[config.mk]
export PLATFORM = sky130hd
export DESIGN_NAME = alu_entry_sequencer
export DESIGN_NICKNAME = d
export VERILOG_FILES = /design/src/rtl/alu_entry_sequencer.sv
export SDC_FILE = /design/constraint.sdc
export NUM_CORES = 1
export LEC_CHECK = 0
export ABC_AREA = 1
export CAP_MARGIN = 30
export CORE_MARGIN = 1.5
export CORE_UTILIZATION = 45
export DETAILED_ROUTE_END_ITERATION = 7
export PLACE_DENSITY_LB_ADDON = 0.12
export SLEW_MARGIN = 10
export SYNTH_ARGS = -nofsm -noshare
export SYNTH_HDL_FRONTEND = slang
export SYNTH_SLANG_ARGS = --single-unit
[constraint.sdc]
create_clock -name clk -period 1.8 [get_ports clk]
set_clock_uncertainty 0.2 [all_clocks]
set_input_delay 0.27 -clock clk [delete_from_list [all_inputs] [get_ports clk]]
set_output_delay 0.27 -clock clk [all_outputs]
set_load 0.005 [all_outputs]
[src/rtl/alu_entry_sequencer.sv]
// Front-panel sequencer: latches operand A, operand B and opcode from the switches on successive
// button presses, launches the ALU, waits for its result, and holds it for display.
// Optional long-press abort is enabled by defining ALU_SEQ_LONGPRESS_EN.
module alu_entry_sequencer #(
   parameter int unsigned WIDTH       = 4,
   parameter int unsigned OPW         = 3,
   parameter int unsigned TIMEOUT     = 16,
   parameter int unsigned LONG_CYCLES = 1000
) (
   input  logic             clk,
   input  logic             rst,
   input  logic             btn,
   input  logic [WIDTH-1:0] sw,
   input  logic             alu_valid,
   input  logic [WIDTH:0]   alu_result,
   output logic [WIDTH-1:0] op_a,
   output logic [WIDTH-1:0] op_b,
   output logic [OPW-1:0]   opcode,
   output logic             alu_start,
   output logic [WIDTH:0]   result_q,
   output logic             result_valid,
   output logic             err,
   output logic [2:0]       state_o
);

   localparam int unsigned TMO   = (TIMEOUT < 1) ? 1 : TIMEOUT;
   localparam int unsigned CNT_W = (TMO > 1) ? $clog2(TMO) : 1;

   typedef enum logic [2:0] {
      LOAD_A  = 3'd0,
      LOAD_B  = 3'd1,
      LOAD_OP = 3'd2,
      EXEC    = 3'd3,
      WAIT    = 3'd4,
      SHOW    = 3'd5
   } state_t;

   state_t           state_q, state_nx;
   logic             btn_d, armed, press, abort;
   logic [CNT_W-1:0] cnt_q, cnt_nx;
   logic [WIDTH-1:0] op_a_nx, op_b_nx;
   logic [OPW-1:0]   opcode_nx;
   logic             start_nx, valid_nx, err_nx;
   logic [WIDTH:0]   result_nx;

   // armed stays low until btn is seen low, so a button held through reset is not a press
   assign press = btn & ~btn_d & armed;

`ifdef ALU_SEQ_LONGPRESS_EN
   localparam int unsigned HOLD_W = $clog2(LONG_CYCLES + 1);

   logic [HOLD_W-1:0] hold_q;

   // Saturating hold counter; saturation makes the abort fire once per hold
   always_ff @(posedge clk) begin
      if (!rst) begin
         hold_q <= '0;
      end else if (!btn) begin
         hold_q <= '0;
      end else if (hold_q != HOLD_W'(LONG_CYCLES)) begin
         hold_q <= hold_q + HOLD_W'(1);
      end
   end

   assign abort = btn && (hold_q == HOLD_W'(LONG_CYCLES - 1)) && (state_q != WAIT);
`else
   localparam int unsigned unused_long_cycles = LONG_CYCLES;

   assign abort = 1'b0;
`endif

   // State and datapath registers
   always_ff @(posedge clk) begin
      if (!rst) begin
         state_q      <= LOAD_A;
         btn_d        <= 1'b0;
         armed        <= 1'b0;
         cnt_q        <= '0;
         op_a         <= '0;
         op_b         <= '0;
         opcode       <= '0;
         alu_start    <= 1'b0;
         result_q     <= '0;
         result_valid <= 1'b0;
         err          <= 1'b0;
      end else begin
         state_q      <= state_nx;
         btn_d        <= btn;
         armed        <= armed | ~btn;
         cnt_q        <= cnt_nx;
         op_a         <= op_a_nx;
         op_b         <= op_b_nx;
         opcode       <= opcode_nx;
         alu_start    <= start_nx;
         result_q     <= result_nx;
         result_valid <= valid_nx;
         err          <= err_nx;
      end
   end

   // Next-state and next-register values
   always_comb begin
      state_nx  = state_q;
      cnt_nx    = cnt_q;
      op_a_nx   = op_a;
      op_b_nx   = op_b;
      opcode_nx = opcode;
      start_nx  = 1'b0;
      result_nx = result_q;
      valid_nx  = result_valid;
      err_nx    = err;

      case (state_q)
         LOAD_A: begin
            if (press) begin
               op_a_nx  = sw;
               state_nx = LOAD_B;
            end
         end
         LOAD_B: begin
            if (press) begin
               op_b_nx  = sw;
               state_nx = LOAD_OP;
            end
         end
         LOAD_OP: begin
            if (press) begin
               opcode_nx = sw[OPW-1:0];
               start_nx  = 1'b1;
               state_nx  = EXEC;
            end
         end
         EXEC: begin
            cnt_nx   = '0;
            state_nx = WAIT;
         end
         WAIT: begin
            cnt_nx = cnt_q + CNT_W'(1);
            // A valid on the expiry cycle takes priority over the timeout
            if (alu_valid) begin
               result_nx = alu_result;
               valid_nx  = 1'b1;
               err_nx    = 1'b0;
               state_nx  = SHOW;
            end else if (cnt_q == CNT_W'(TMO - 1)) begin
               result_nx = '0;
               valid_nx  = 1'b0;
               err_nx    = 1'b1;
               state_nx  = SHOW;
            end
         end
         SHOW: begin
            if (press) begin
               valid_nx = 1'b0;
               err_nx   = 1'b0;
               state_nx = LOAD_A;
            end
         end
         default: state_nx = LOAD_A;
      endcase

      if (abort) begin
         state_nx  = LOAD_A;
         op_a_nx   = '0;
         op_b_nx   = '0;
         opcode_nx = '0;
         start_nx  = 1'b0;
         result_nx = '0;
         valid_nx  = 1'b0;
         err_nx    = 1'b0;
      end
   end

   assign state_o = state_q;

endmodule

### After elaboration in Yosys (flattened, before gate mapping)

Index checks and enable logic that the tools add are counted.

| operators by class | value |
|---|---|
| eq/ne operators | 11 |
| $add $sub $neg | 1 |
| bitwise logic cells | 5 |
| reduce and logical (&&, ||, !) cells | 11 |
| mux-type cells | 18 |

Operator list:

| kind | count |
|---|---|
| 2-to-1 mux 3 bit | 6 |
| one-hot mux 3 bit (6 select lines) | 1 |
| 2-to-1 mux 5 bit | 2 |
| AND reduction 2 bit | 5 |
| != test 2 bit (second input constant) | 4 |
| one-hot mux 4 bit (2 select lines) | 1 |
| equality test 3 x 2 -> 1 bit (second input constant) | 2 |
| equality test 3 bit (second input constant) | 2 |
| 2-to-1 mux 1 bit | 6 |
| nonzero test 2 bit | 3 |
| AND reduction 5 bit | 1 |
| adder 4 x 1 -> 4 bit (second input constant) | 1 |
| equality test 4 bit (second input constant) | 1 |
| one-hot mux 1 bit (2 select lines) | 2 |
| equality test 3 x 1 -> 1 bit (second input constant) | 1 |
| zero test 3 bit | 1 |
| != test 3 bit (second input constant) | 1 |
| AND reduction 3 bit | 1 |
| bitwise AND 1 bit | 2 |
| NOT 1 bit | 2 |
| bitwise OR 1 bit | 1 |

| storage, ports and cells | value |
|---|---|
| output and inout port bits | 22 |
| input bits | 13 |
| bits in registers | 28 |

### Longest topological paths before layout

Gate-level depths: netlist of the first run.

| logic depth | value |
|---|---|
| word-level depth | 5 |
| gate-level depth with buffers | 7 |

### Least setup slack after synthesis of the first run

No wires, ideal clock.

| timing path | value |
|---|---|
| kind | register -> register |
| start | register state_q[0], in the netlist state_o[0] |
| end | register op_b[0] |
| arrival time | 943 ps |
| path slack | 542 ps |
| library setup time | 116 ps |
| data required time | 1,484 ps |
| cell stages (with the launch flop) | 6 |
| cells stage by stage | dfxtp_1 -> nand2_1 -> nor2_2 -> inv_1 -> nor2_1 -> nor2_1 |

| on the way | value |
|---|---|
| cells in the longest elaborated chain, start to end | 2 |

RTL lines:

| item | RTL line | source |
|---|---|---|
| from (decl) | 38 | `state_t state_q, state_nx;` |
| from (signal assigned) | 87 | `state_q <= state_nx;` |
| equality test 3 x 1 -> 1 bit | 113 | `case (state_q)` |
| AND reduction 2 bit (no source line) | -- |  |
| to (signal assigned) | 92 | `op_b <= op_b_nx;` |
| to (decl) | 17 | `output logic [WIDTH-1:0] op_b,` |

Every way passes these cells.
A chain may end at the register's enable or synchronous reset.

### Final worst setup path of the first run

| timing path | value |
|---|---|
| start | register state_q[2], in the netlist state_o[2] |
| end | output port state_o[2] |

RTL lines:

| item | RTL line | source |
|---|---|---|
| to (decl) | 23 | `output logic [2:0] state_o` |

No word-level cell between the ends.

==> metrics.log, run 1 <==
[metrics] setup violation total in the final timing report: 0
[metrics] list of most frequent post-synthesis cells: 31 x nand2_1, 29 x nor2_1, 28 x dfxtp_1
[metrics] core outline area: 2450 um^2
[metrics] most common flop cell mapped by yosys: dfxtp_1
[metrics] startpoint type of the worst setup path: register
[metrics] clock slew at reported path FFs: 0.15 ns
[metrics] CP cell instances: clkdlybuf4s50_1
[metrics] Vias: 1073
[metrics] endpoint of the worst setup timing path: state_o[2]
[metrics] slack of the worst reg-to-reg path: 0.39 ns
[metrics] insertion delay to the later sink of the worst-skew pair: 0.32 ns
[metrics] via count of the first global-routing pass: 1003
[metrics] die area: 2870 um^2
[metrics] post-detailed-route via-to-cell ratio: 4.79
[metrics] unique cell type count in the Yosys netlist: 16
[metrics] maximum ir drop on the vdd rail: 0.687 mV
[metrics] Post-Place Setup Slack: -0.0211 ns
[metrics] Initial Utilization: 46.9%
[metrics] result of the run: finished clean
[metrics] maximum net fanout on the critical path: 6
[metrics] share of the yosys chip area belonging to registers: 48.6%
[metrics] worst relative slew slack: 75.6%
[metrics] net total in the final layout: 210
[metrics] floorplan row count: 18
[metrics] synthesized instance count: 157
[metrics] post-synthesis instance area: 1150 um^2
[metrics] number of warnings issued by yosys: 0
[metrics] Hold Startpoint: armed$_SDFF_PN0_
[metrics] WP depth: 1
[metrics] Crit path largest cell delay: 0.52 ns
[metrics] worst min-delay path category: register to register
[metrics] arrival time worst endpoint: 1.26 ns
[metrics] most used standard cell by instance count after synthesis: nand2_1
[metrics] Slew Limit Fails: 0
[metrics] power density over cell area: 826 nW/um^2
[metrics] I/O Buffers: 34
[metrics] wire length of the first global-routing pass: 4.04 mm
[metrics] Iter 0 DRT Violations: 10
[metrics] number of antenna diodes: 0
[metrics] pin count of the biggest net entering global routing: 17
[metrics] most area-hungry cell type in the Yosys netlist: dfxtp_1
[metrics] launch point of the worst path: state_o[2]$_SDFFE_PN0P_
[metrics] CP max stage cell: clkdlybuf4s50_1
[metrics] main area contributors after synthesis: dfxtp_1 49%, nand2_1 10%, nor2_1 9.4%, a21oi_1 6.5%, o21ai_0 6.1%
[metrics] placed instance count: 221
[metrics] cell family with the largest share of critical-path delay: buffers and inverters
[metrics] post-route non-filler standard cell count: 224
[metrics] Layout area overhead: 36.2%
[metrics] worst setup margin: 0.0697 ns
[metrics] height of the chip: 53.6 um
[metrics] Routed Wire Length: 2.47 mm
[metrics] number of buffers created by CTS: 3
[metrics] cells on worst reg2reg path: 5
[metrics] worst-case clock buffer depth: 2
[metrics] slew of the pin with the lowest slew margin: 0.365 ns
[metrics] end of the worst register-to-register path: state_o[1]$_SDFFE_PN0P_
[metrics] Peak Freq: 578 MHz
[metrics] Yosys reg bits: 28
[metrics] smallest hold slack: 0.262 ns
[metrics] Buf+Inv Stages, Crit Path: 1
[metrics] die outline width: 53.6 um
[metrics] Post-Synthesis Mean Instance Area: 7.34 um^2
[metrics] Worst Setup End Kind: primary output
[metrics] Initial DRT Pass Iterations: 4
[metrics] initial antenna violation count: 0
[metrics] DRC violation count after routing: 0
[metrics] Antenna Violating Nets Remaining: 0
[metrics] number of hold buffers added after cts: 0
[metrics] proportion of synthesized flip-flops having asynchronous set or reset: 0%
[metrics] count of flip-flops with a built-in enable after synthesis: 0
[metrics] gp weighted congestion: 0.800
[metrics] share of the cycle needed by the critical path after routing: 96.1%
[metrics] H-tree levels: 1
[metrics] aggregate global-route resource usage: 19.3%
[metrics] startpoint of the lowest-slack register-to-register path: cnt_q[0]$_SDFFE_PN0P_
[metrics] max_cap viols: 0
[metrics] unrepaired setup endpoints after global routing: false
[metrics] Congestion Overflow GR: 0
[metrics] Post-Synthesis Net Count: 171
[metrics] post-DP HPWL: 1.87 mm
[metrics] DR WL/cell: 11.0 um
[metrics] clock root buffer: clkbuf_4
[metrics] share of final-layout standard cells stronger than drive strength 1: 9.79%
[metrics] total number of clock tree sinks: 28
[metrics] total setup buffers inserted after CTS: 0
[metrics] required time of the critical path: 1.33 ns
[metrics] Worst Setup Path Type: register to primary output
[metrics] total leakage power: 0.000628 uW
[metrics] clock tree from TritonCTS: yes
[metrics] final critical-path required period: 1.73 ns
[metrics] Hold Fails Final Rpt: 0
[metrics] proportion of netlist area held by the largest area contributor: 48.6%
[metrics] top-level port count: 35
-- repair_timing --
item | in CTS | in global routing
pin swaps | 0 | 0
gates resized for setup | 3 | 2
endpoints found under the setup margin | 3 | 2
-- stage by stage --
stage	util [%]	setup TNS, ns	cell area, um^2	total power (uW)
after global routing	63.9	0	1570	1380
after global placement	62.6	0	1540	1040
after detailed placement	62.6	-0.0211	1540	1050
after CTS	63.7	0	1560	1300
final	63.9	0	1570	1300
after floorplan	-	0	1150	903
-- layer usage --
layer | vias up | track usage (%) | part of all wire [%]
li1 | 577 | - | -
met1 | 474 | 25.9 | 52
met2 | 18 | 30.2 | 43
met3 | 4 | 3.61 | 3.9
met4 | 0 | 8.55 | 1.0
met5 | - | 0 | 0
-- cell type report --
cell class | count | area (um^2)
fill | 231 | 886
sequential | 28 | 569
multi-input combinational | 111 | 522
timing repair buffer | 36 | 355
inverter | 16 | 62.6
tap | 30 | 37.5
clock buffer | 3 | 22.5
-- power breakdown --
part / internal (uW) / switching, uW
clock: 78.5 / 176
combinational: 159 / 160
sequential: 671 / 51.7
-- worst min-delay path, stage by stage (launching register included) --
cell     delay (ns)
dfxtp_1        0.34
inv_1          0.05
a21oi_1        0.05
-- sequential cells by signal, indices dropped and copies added, names as in the netlist --
signal / cells
result_q: 5
cnt_q: 4
op_a: 4
op_b: 4
opcode: 3
state_o: 3
alu_start: 1
armed: 1
btn_d: 1
err: 1
result_valid: 1
-- layout by cell type, fill, tap and decap left out, drive strengths merged --
cell / synthesis / final
buf: 0 / 2
nand3: 10 / 10
inv: 16 / 16
a21oi: 15 / 15
clkbuf: 2 / 3
clkdlybuf4s50: 0 / 34
nand4: 2 / 2
nor2: 34 / 34
o21ai: 14 / 14
ha: 1 / 1
dfxtp: 28 / 28
nand2: 35 / 35
-- worst min path at each step --
| stage | depth (start not counted) | end |
|---|---|---|
| floorplan | 2 | btn_d$_SDFF_PN0_ |
| detailed placement | 2 | armed$_SDFF_PN0_ |
| global placement | 2 | armed$_SDFF_PN0_ |
| finish | 2 | armed$_SDFF_PN0_ |
| global route | 3 | result_q[0]$_SDFFE_PN0P_ |
| CTS | 2 | armed$_SDFF_PN0_ |
-- kinds of logic after synthesis --
| logic type | count (synthesis) | synth area share [%] |
|---|---|---|
| and+or+nand+nor | 81 | 31.6 |
| AOI/OAI and AO/OA | 29 | 12.6 |
| DFF | 28 | 48.6 |
| buffers and inverters | 18 | 6.08 |
| adders and majority gates | 1 | 1.09 |
(Power assumes the default switching activity.)
==> inputs of run 2 (changes only) <==
- CELL_PAD_IN_SITES_DETAIL_PLACEMENT: default -> 1
- CELL_PAD_IN_SITES_GLOBAL_PLACEMENT: default -> 1
- CORE_UTILIZATION: 45 -> 33
- CTS_BUF_LIST: default -> sky130_fd_sc_hd__clkbuf_4 sky130_fd_sc_hd__clkbuf_8
==> metrics.log, run 2 (same netlist as run 1, synthesis figures left out) <==
[metrics] required time of the critical path: 1.33 ns (about the same)
[metrics] Hold Fails Final Rpt: 0 (unchanged)
[metrics] insertion delay to the later sink of the worst-skew pair: 0.33 ns (was 0.32 ns)
[metrics] met2 wirelength from detailed routing: 1.52 mm (was 1.06 mm)
[metrics] Buf+Inv Stages, Crit Path: 1 (unchanged)
[metrics] top-level port count: 35 (unchanged)
[metrics] slew of the pin with the lowest slew margin: 0.409 ns (was 0.365 ns)
[metrics] placed cell area: 1560 um^2 (was 1540 um^2)
[metrics] Initial DRT Pass Iterations: 4 (unchanged)
[metrics] Worst Setup Path Type: register to primary output (unchanged)
[metrics] max FFs per register: 5 (unchanged)
[metrics] most common library cell in the layout ignoring fill and taps: clkdlybuf4s50_1 (unchanged)
[metrics] share of final-layout standard cells stronger than drive strength 1: 10.3% (was 9.79%)
[metrics] final critical-path required period: 1.72 ns (was 1.73 ns)
[metrics] Vias: 1141 (was 1073)
[metrics] unrepaired setup endpoints after global routing: false (unchanged)
[metrics] register containing the most flip-flops in the final layout: result_q (unchanged)
[metrics] post-DP HPWL: 2.37 mm (was 1.87 mm)
[metrics] total leakage power: 0.000650 uW (was 0.000628 uW)
[metrics] Initial Utilization: 34.5% (was 46.9%)
[metrics] max_cap viols: 0 (unchanged)
[metrics] clock tree from TritonCTS: yes (unchanged)
[metrics] aggregate global-route resource usage: 18.1% (was 19.3%)
[metrics] worst relative slew slack: 72.7% (was 75.6%)
[metrics] Crit path largest cell delay: 0.51 ns (was 0.52 ns)
[metrics] maximum ir drop on the vdd rail: 0.323 mV (was 0.687 mV)
[metrics] via count of the first global-routing pass: 1163 (was 1003)
[metrics] Peak Freq: 580 MHz (was 578 MHz)
[metrics] placed instance count: 237 (was 221)
[metrics] number of buffers created by CTS: 3 (unchanged)
[metrics] CP max stage cell: clkdlybuf4s50_1 (unchanged)
[metrics] wire length of the first global-routing pass: 5.18 mm (was 4.04 mm)
[metrics] top layer in use: met4 (unchanged)
[metrics] maximum net fanout on the critical path: 6 (unchanged)
[metrics] startpoint type of the worst setup path: register (unchanged)
[metrics] Antenna Violating Nets Remaining: 0 (unchanged)
[metrics] number of antenna diodes: 0 (unchanged)
[metrics] H-tree levels: 1 (unchanged)
[metrics] routed length on met3: 91 um (was 96 um)
[metrics] share of the cycle needed by the critical path after routing: 95.7% (was 96.1%)
[metrics] die area: 3860 um^2 (was 2870 um^2)
[metrics] CP cell instances: clkdlybuf4s50_1 (unchanged)
[metrics] I/O Buffers: 34 (unchanged)
[metrics] Layout area overhead: 39.5% (was 36.2%)
[metrics] DR WL/cell: 12.7 um (was 11.0 um)
[metrics] Routed Wire Length: 3.05 mm (was 2.47 mm)
[metrics] slack of the worst reg-to-reg path: 0.34 ns (was 0.39 ns)
[metrics] Worst Setup End Kind: primary output (unchanged)
[metrics] cell area after layout: 1610 um^2 (was 1570 um^2)
[metrics] total setup buffers inserted after CTS: 0 (unchanged)
[metrics] setup violation total in the final timing report: 0 (unchanged)
[metrics] clock slew at reported path FFs: 0.15 ns (about the same)
[metrics] gp weighted congestion: 0.706 (was 0.800)
[metrics] Slew Limit Fails: 0 (unchanged)
[metrics] Congestion Overflow GR: 0 (unchanged)
[metrics] arrival time worst endpoint: 1.25 ns (was 1.26 ns)
[metrics] DRC violation count after routing: 0 (unchanged)
[metrics] cell family with the largest share of critical-path delay: buffers and inverters (unchanged)
[metrics] post-route non-filler standard cell count: 241 (was 224)
[metrics] clock root buffer: clkbuf_4 (unchanged)
[metrics] floorplan row count: 21 (was 18)
[metrics] pin count of the biggest net entering global routing: 17 (unchanged)
[metrics] initial antenna violation count: 0 (unchanged)
[metrics] height of the chip: 62.1 um (was 53.6 um)
[metrics] post-detailed-route via-to-cell ratio: 4.73 (was 4.79)
[metrics] die outline width: 62.1 um (was 53.6 um)
[metrics] highest-count cells in the layout ignoring fill and taps: 33 x clkdlybuf4s50_1, 31 x nand2_1, 29 x nor2_1, 25 x dfxtp_1, 15 x a21oi_1 (was 34 x clkdlybuf4s50_1, 31 x nand2_1, 29 x nor2_1, 25 x dfxtp_1, 15 x a21oi_1)
[metrics] power density over cell area: 849 nW/um^2 (was 826 nW/um^2)
[metrics] result of the run: finished clean (unchanged)
[metrics] worst-case clock buffer depth: 2 (unchanged)
[metrics] worst min-delay path category: register to register (unchanged)
[metrics] Iter 0 DRT Violations: 37 (was 10)
[metrics] total number of clock tree sinks: 28 (unchanged)
[metrics] net total in the final layout: 210 (unchanged)
[metrics] M1 WL: 1.43 mm (was 1.29 mm)
[metrics] core outline area: 3340 um^2 (was 2450 um^2)
[run 2: changes by cell type in the layout (fill, tap and decap cells not counted)]
cell / change
clkbuf_8: +1
clkdlybuf4s50_1: -1
dfxtp_2: -1
dfxtp_4: +1
dlymetal6s2s_1: +1
[run 2: final timing paths]
kind	to	cells past startpoint	from
min	armed$_SDFF_PN0_	2	armed$_SDFF_PN0_
max reg2reg	opcode[2]$_SDFFE_PN0P_	7	armed$_SDFF_PN0_
min reg2reg	armed$_SDFF_PN0_	2	armed$_SDFF_PN0_
max	state_o[2]	1	state_o[2]$_SDFFE_PN0P_
[run 2: through the flow]
step           util, %  setup TNS (ns)  setup slack [ns]  hold slack, ns  total power, uW
6_report          48.2               0            0.0770           0.273             1370
5_1_grt           48.2               0           0.00347           0.261             1450
4_1_cts           47.9               0          0.000202           0.272             1380
3_5_place_dp      46.7          -0.200           -0.0636           0.260             1060
3_3_place_gp      46.7        -0.00780          -0.00540           0.234             1050
2_1_floorplan        -               0             0.542           0.163              903
[run 2: layout make-up]
class / instances / area (um^2)
timing repair buffer: 36 / 358
clock buffer: 4 / 36.3
fill: 446 / 1730
sequential: 28 / 572
tap: 46 / 57.6
inverter: 16 / 62.6
multi-input combinational: 111 / 522
[run 2: worst reg2reg max path, cell delays in order (launching register included)]
cell	delay [ns]
dfxtp_1	0.37
nand2_1	0.08
nor2_2	0.15
inv_1	0.11
nor2_2	0.18
inv_1	0.11
nor2_1	0.11
nor2_1	0.06
[run 2: routing by layer]
layer  vias to the layer above  global-route usage (%)
met5                         -                       0
met4                         0                    5.47
met3                         2                    2.69
met2                        17                    30.8
met1                       545                    23.7
li1                        577                       -
[run 2: where the power goes]
group / switching, uW / leakage (uW) / internal (uW)
logic: 167 / 0.000400 / 157
clock network: 192 / 0.0000210 / 124
registers: 52.6 / 0.000229 / 672
[run 2: repair_timing]
item / CTS / global route
resized for setup: 3 / 4
hold buffers: 0 / 0
setup endpoints to repair: 3 / 3
endpoints found under the hold margin: 0 / 0
==> inputs of run 3 (changes only) <==
- CORE_MARGIN: 1.5 -> 10
==> metrics.log, run 3 (same netlist as run 1, synthesis figures left out) <==
[metrics] H-tree levels: 1 (unchanged)
[metrics] share of final-layout standard cells stronger than drive strength 1: 11.6% (was 10.3%)
[metrics] clock tree from TritonCTS: yes (unchanged)
[metrics] Endpoint, Worst Hold: result_q[1]$_SDFFE_PN0P_ (was armed$_SDFF_PN0_)
[metrics] switching pwr: 413 uW (was 412 uW)
[metrics] number of hold buffers added after cts: 0 (unchanged)
[metrics] slew of the pin with the lowest slew margin: 0.239 ns (was 0.409 ns)
[metrics] hold path cells: 3 (was 2)
[metrics] power density over cell area: 843 nW/um^2 (was 849 nW/um^2)
[metrics] Peak Freq: 574 MHz (was 580 MHz)
[metrics] initial antenna violation count: 0 (unchanged)
[metrics] Crit path largest cell delay: 0.51 ns (about the same)
[metrics] number of antenna diodes: 0 (unchanged)
[metrics] worst min-delay path category: primary input to register (was register to register)
[metrics] total setup buffers inserted after CTS: 0 (unchanged)
[metrics] startpoint type of the worst setup path: register (unchanged)
[metrics] number of buffers created by CTS: 3 (unchanged)
[metrics] cells on worst reg2reg path: 5 (was 7)
[metrics] Slew Limit Fails: 0 (unchanged)
[metrics] Gate power share: 24.3% (was 23.8%)
[metrics] via count of the first global-routing pass: 1263 (was 1163)
[metrics] clock root buffer: clkbuf_4 (unchanged)
[metrics] wire length of the first global-routing pass: 5.62 mm (was 5.18 mm)
[metrics] sequential cell fraction of total power: 52.8% (was 53.0%)
[metrics] die area: 6260 um^2 (was 3860 um^2)
[metrics] max_cap viols: 0 (unchanged)
[metrics] gp weighted congestion: 0.789 (was 0.706)
[metrics] result of the run: finished clean (unchanged)
[metrics] slack of the worst reg-to-reg path: 0.35 ns (was 0.34 ns)
[metrics] worst relative slew slack: 84.0% (was 72.7%)
[metrics] DRC violation count after routing: 0 (unchanged)
[metrics] post-DP HPWL: 2.62 mm (was 2.37 mm)
[metrics] Congestion Overflow GR: 0 (unchanged)
[metrics] post-detailed-route via-to-cell ratio: 4.64 (was 4.73)
[metrics] maximum ir drop on the vdd rail: 0.404 mV (was 0.323 mV)
[metrics] Antenna Violating Nets Remaining: 0 (unchanged)
[metrics] I/O Buffers: 34 (unchanged)
[metrics] Layout area overhead: 41.3% (was 39.5%)
[metrics] arrival time worst endpoint: 1.27 ns (was 1.25 ns)
[metrics] max FFs per register: 5 (unchanged)
[metrics] worst-case clock buffer depth: 2 (unchanged)
[metrics] end of the worst register-to-register path: state_o[0]$_SDFFE_PN0P_ (was opcode[2]$_SDFFE_PN0P_)
[metrics] Worst Setup End Kind: primary output (unchanged)
[metrics] floorplan row count: 21 (unchanged)
[metrics] most common library cell in the layout ignoring fill and taps: clkdlybuf4s50_1 (unchanged)
[metrics] net total in the final layout: 213 (was 210)
[metrics] CP max stage cell: clkdlybuf4s50_1 (unchanged)
[metrics] placed instance count: 240 (was 237)
[metrics] register containing the most flip-flops in the final layout: result_q (unchanged)
[metrics] insertion delay to the later sink of the worst-skew pair: 0.34 ns (was 0.33 ns)
[metrics] cell family with the largest share of critical-path delay: buffers and inverters (unchanged)
[metrics] Tot Pwr: 1370 uW (about the same)
[metrics] Vias: 1131 (was 1141)
[metrics] fraction of power consumed by the clock network: 22.9% (was 23.2%)
[metrics] Initial DRT Pass Iterations: 4 (unchanged)
[metrics] post-route non-filler standard cell count: 244 (was 241)
[metrics] core outline area: 3360 um^2 (was 3340 um^2)
[metrics] Initial Utilization: 34.3% (was 34.5%)
[metrics] final critical-path required period: 1.74 ns (was 1.72 ns)
[metrics] Hold Startpoint: alu_result[1] (was armed$_SDFF_PN0_)
[metrics] Routed Wire Length: 3.21 mm (was 3.05 mm)
[metrics] total leakage power: 0.000650 uW (about the same)
[metrics] aggregate global-route resource usage: 10.8% (was 18.1%)
[metrics] maximum net fanout on the critical path: 7 (was 6)
[metrics] Worst Setup Path Type: register to primary output (unchanged)
[metrics] unrepaired setup endpoints after global routing: false (unchanged)
[metrics] Layout fillers: 444 (was 446)
[metrics] total number of clock tree sinks: 28 (unchanged)
[metrics] Buf+Inv Stages, Crit Path: 1 (unchanged)
[metrics] share of the cycle needed by the critical path after routing: 96.8% (was 95.7%)
[metrics] internal power: 959 uW (was 953 uW)
[metrics] highest-count cells in the layout ignoring fill and taps: 34 x clkdlybuf4s50_1, 31 x nand2_1, 29 x nor2_1, 25 x dfxtp_1, 15 x a21oi_1 (was 33 x clkdlybuf4s50_1, 31 x nand2_1, 29 x nor2_1, 25 x dfxtp_1, 15 x a21oi_1)
[metrics] clock slew at reported path FFs: 0.16 ns (was 0.15 ns)
[metrics] pin count of the biggest net entering global routing: 16 (was 17)
[metrics] post-layout utilization of the core: 48.4% (was 48.2%)
[metrics] top-level port count: 35 (unchanged)
[metrics] die outline width: 79.1 um (was 62.1 um)
[metrics] Iter 0 DRT Violations: 44 (was 37)
[metrics] setup violation total in the final timing report: 0 (unchanged)
[metrics] WP depth: 1 (unchanged)
[metrics] CP cell instances: clkdlybuf4s50_1 (unchanged)
[metrics] startpoint of the lowest-slack register-to-register path: cnt_q[0]$_SDFFE_PN0P_ (was armed$_SDFF_PN0_)
[metrics] Hold Fails Final Rpt: 0 (unchanged)
[metrics] Sw Share: 30.1% (was 30.2%)
[metrics] required time of the critical path: 1.33 ns (about the same)
[metrics] height of the chip: 79.1 um (was 62.1 um)
[metrics] DR WL/cell: 13.2 um (was 12.7 um)
run 3: changes by cell type in the layout (fill, tap and decap cells not counted):
cell	change
clkdlybuf4s50_1	+1
buf_4	+3
dlymetal6s2s_1	-1
run 3: layer usage:
metal	global-route usage, %	up-vias	share of wire (%)
met2	18.0	19	48
met5	0	-	0
li1	-	581	-
met1	12.8	527	45
met3	3.83	4	6.0
met4	3.23	0	0.90
run 3: area by class of cell:
class	instances	area [um^2]	area share [%]
repair buffers	39	378	23.2
multi-input cells	111	522	32.1
well taps	46	57.6	3.54
inverters	16	62.6	3.84
clock buffers	4	36.3	2.23
flip-flops and latches	28	572	35.1
run 3: tightest hold or removal path, delay by kind of cell:
| kind | cells | cell delay (ns) |
|---|---|---|
| AND/OR/NAND/NOR | 1 | 0.06 |
| AO/OA/AOI/OAI | 1 | 0.05 |
| buffers and inverters | 1 | 0.39 |
run 3: power by group through the flow:
stage	sequential (uW)	clock (uW)	combinational, uW
floorplan	725	0	179
global placement	726	0	328
detailed placement	731	0	338
CTS	721	322	340
global route	734	350	379
finish	725	314	333
run 3: stage by stage:
| stage | instance area [um^2] | setup slack [ns] | hold WS, ns | TNS (ns) |
|---|---|---|---|---|
| 6_report | 1630 | 0.0578 | 0.260 | 0 |
| 5_1_grt | 1630 | 0.00121 | 0.273 | 0 |
| 4_1_cts | 1620 | 0.00133 | 0.264 | 0 |
| 3_5_place_dp | 1580 | -0.0276 | 0.248 | -0.0467 |
| 3_3_place_gp | 1580 | 0.0720 | 0.230 | 0 |
| 2_1_floorplan | 1150 | 0.542 | 0.163 | 0 |
run 3: how the worst max path moves through the flow:
stage | from | endpoint | slack [ns]
floorplan | state_o[0]$_SDFFE_PN0P_ | op_b[0]$_SDFFE_PN0P_ | 0.54
global placement | btn | op_a[2]$_SDFFE_PN0P_ | 0.07
detailed placement | btn | opcode[0]$_SDFFE_PN0P_ | -0.03
CTS | state_o[0]$_SDFFE_PN0P_ | state_o[0] | 0.001
global route | state_o[1]$_SDFFE_PN0P_ | state_o[1] | 0.001
finish | state_o[1]$_SDFFE_PN0P_ | state_o[1] | 0.06
run 3: what timing repair did:
action | 4_1_cts | 5_1_grt
hold endpoints to repair | 0 | 0
gates resized for setup | 3 | 3
setup endpoints to repair | 3 | 3
cloned | 0 | 0
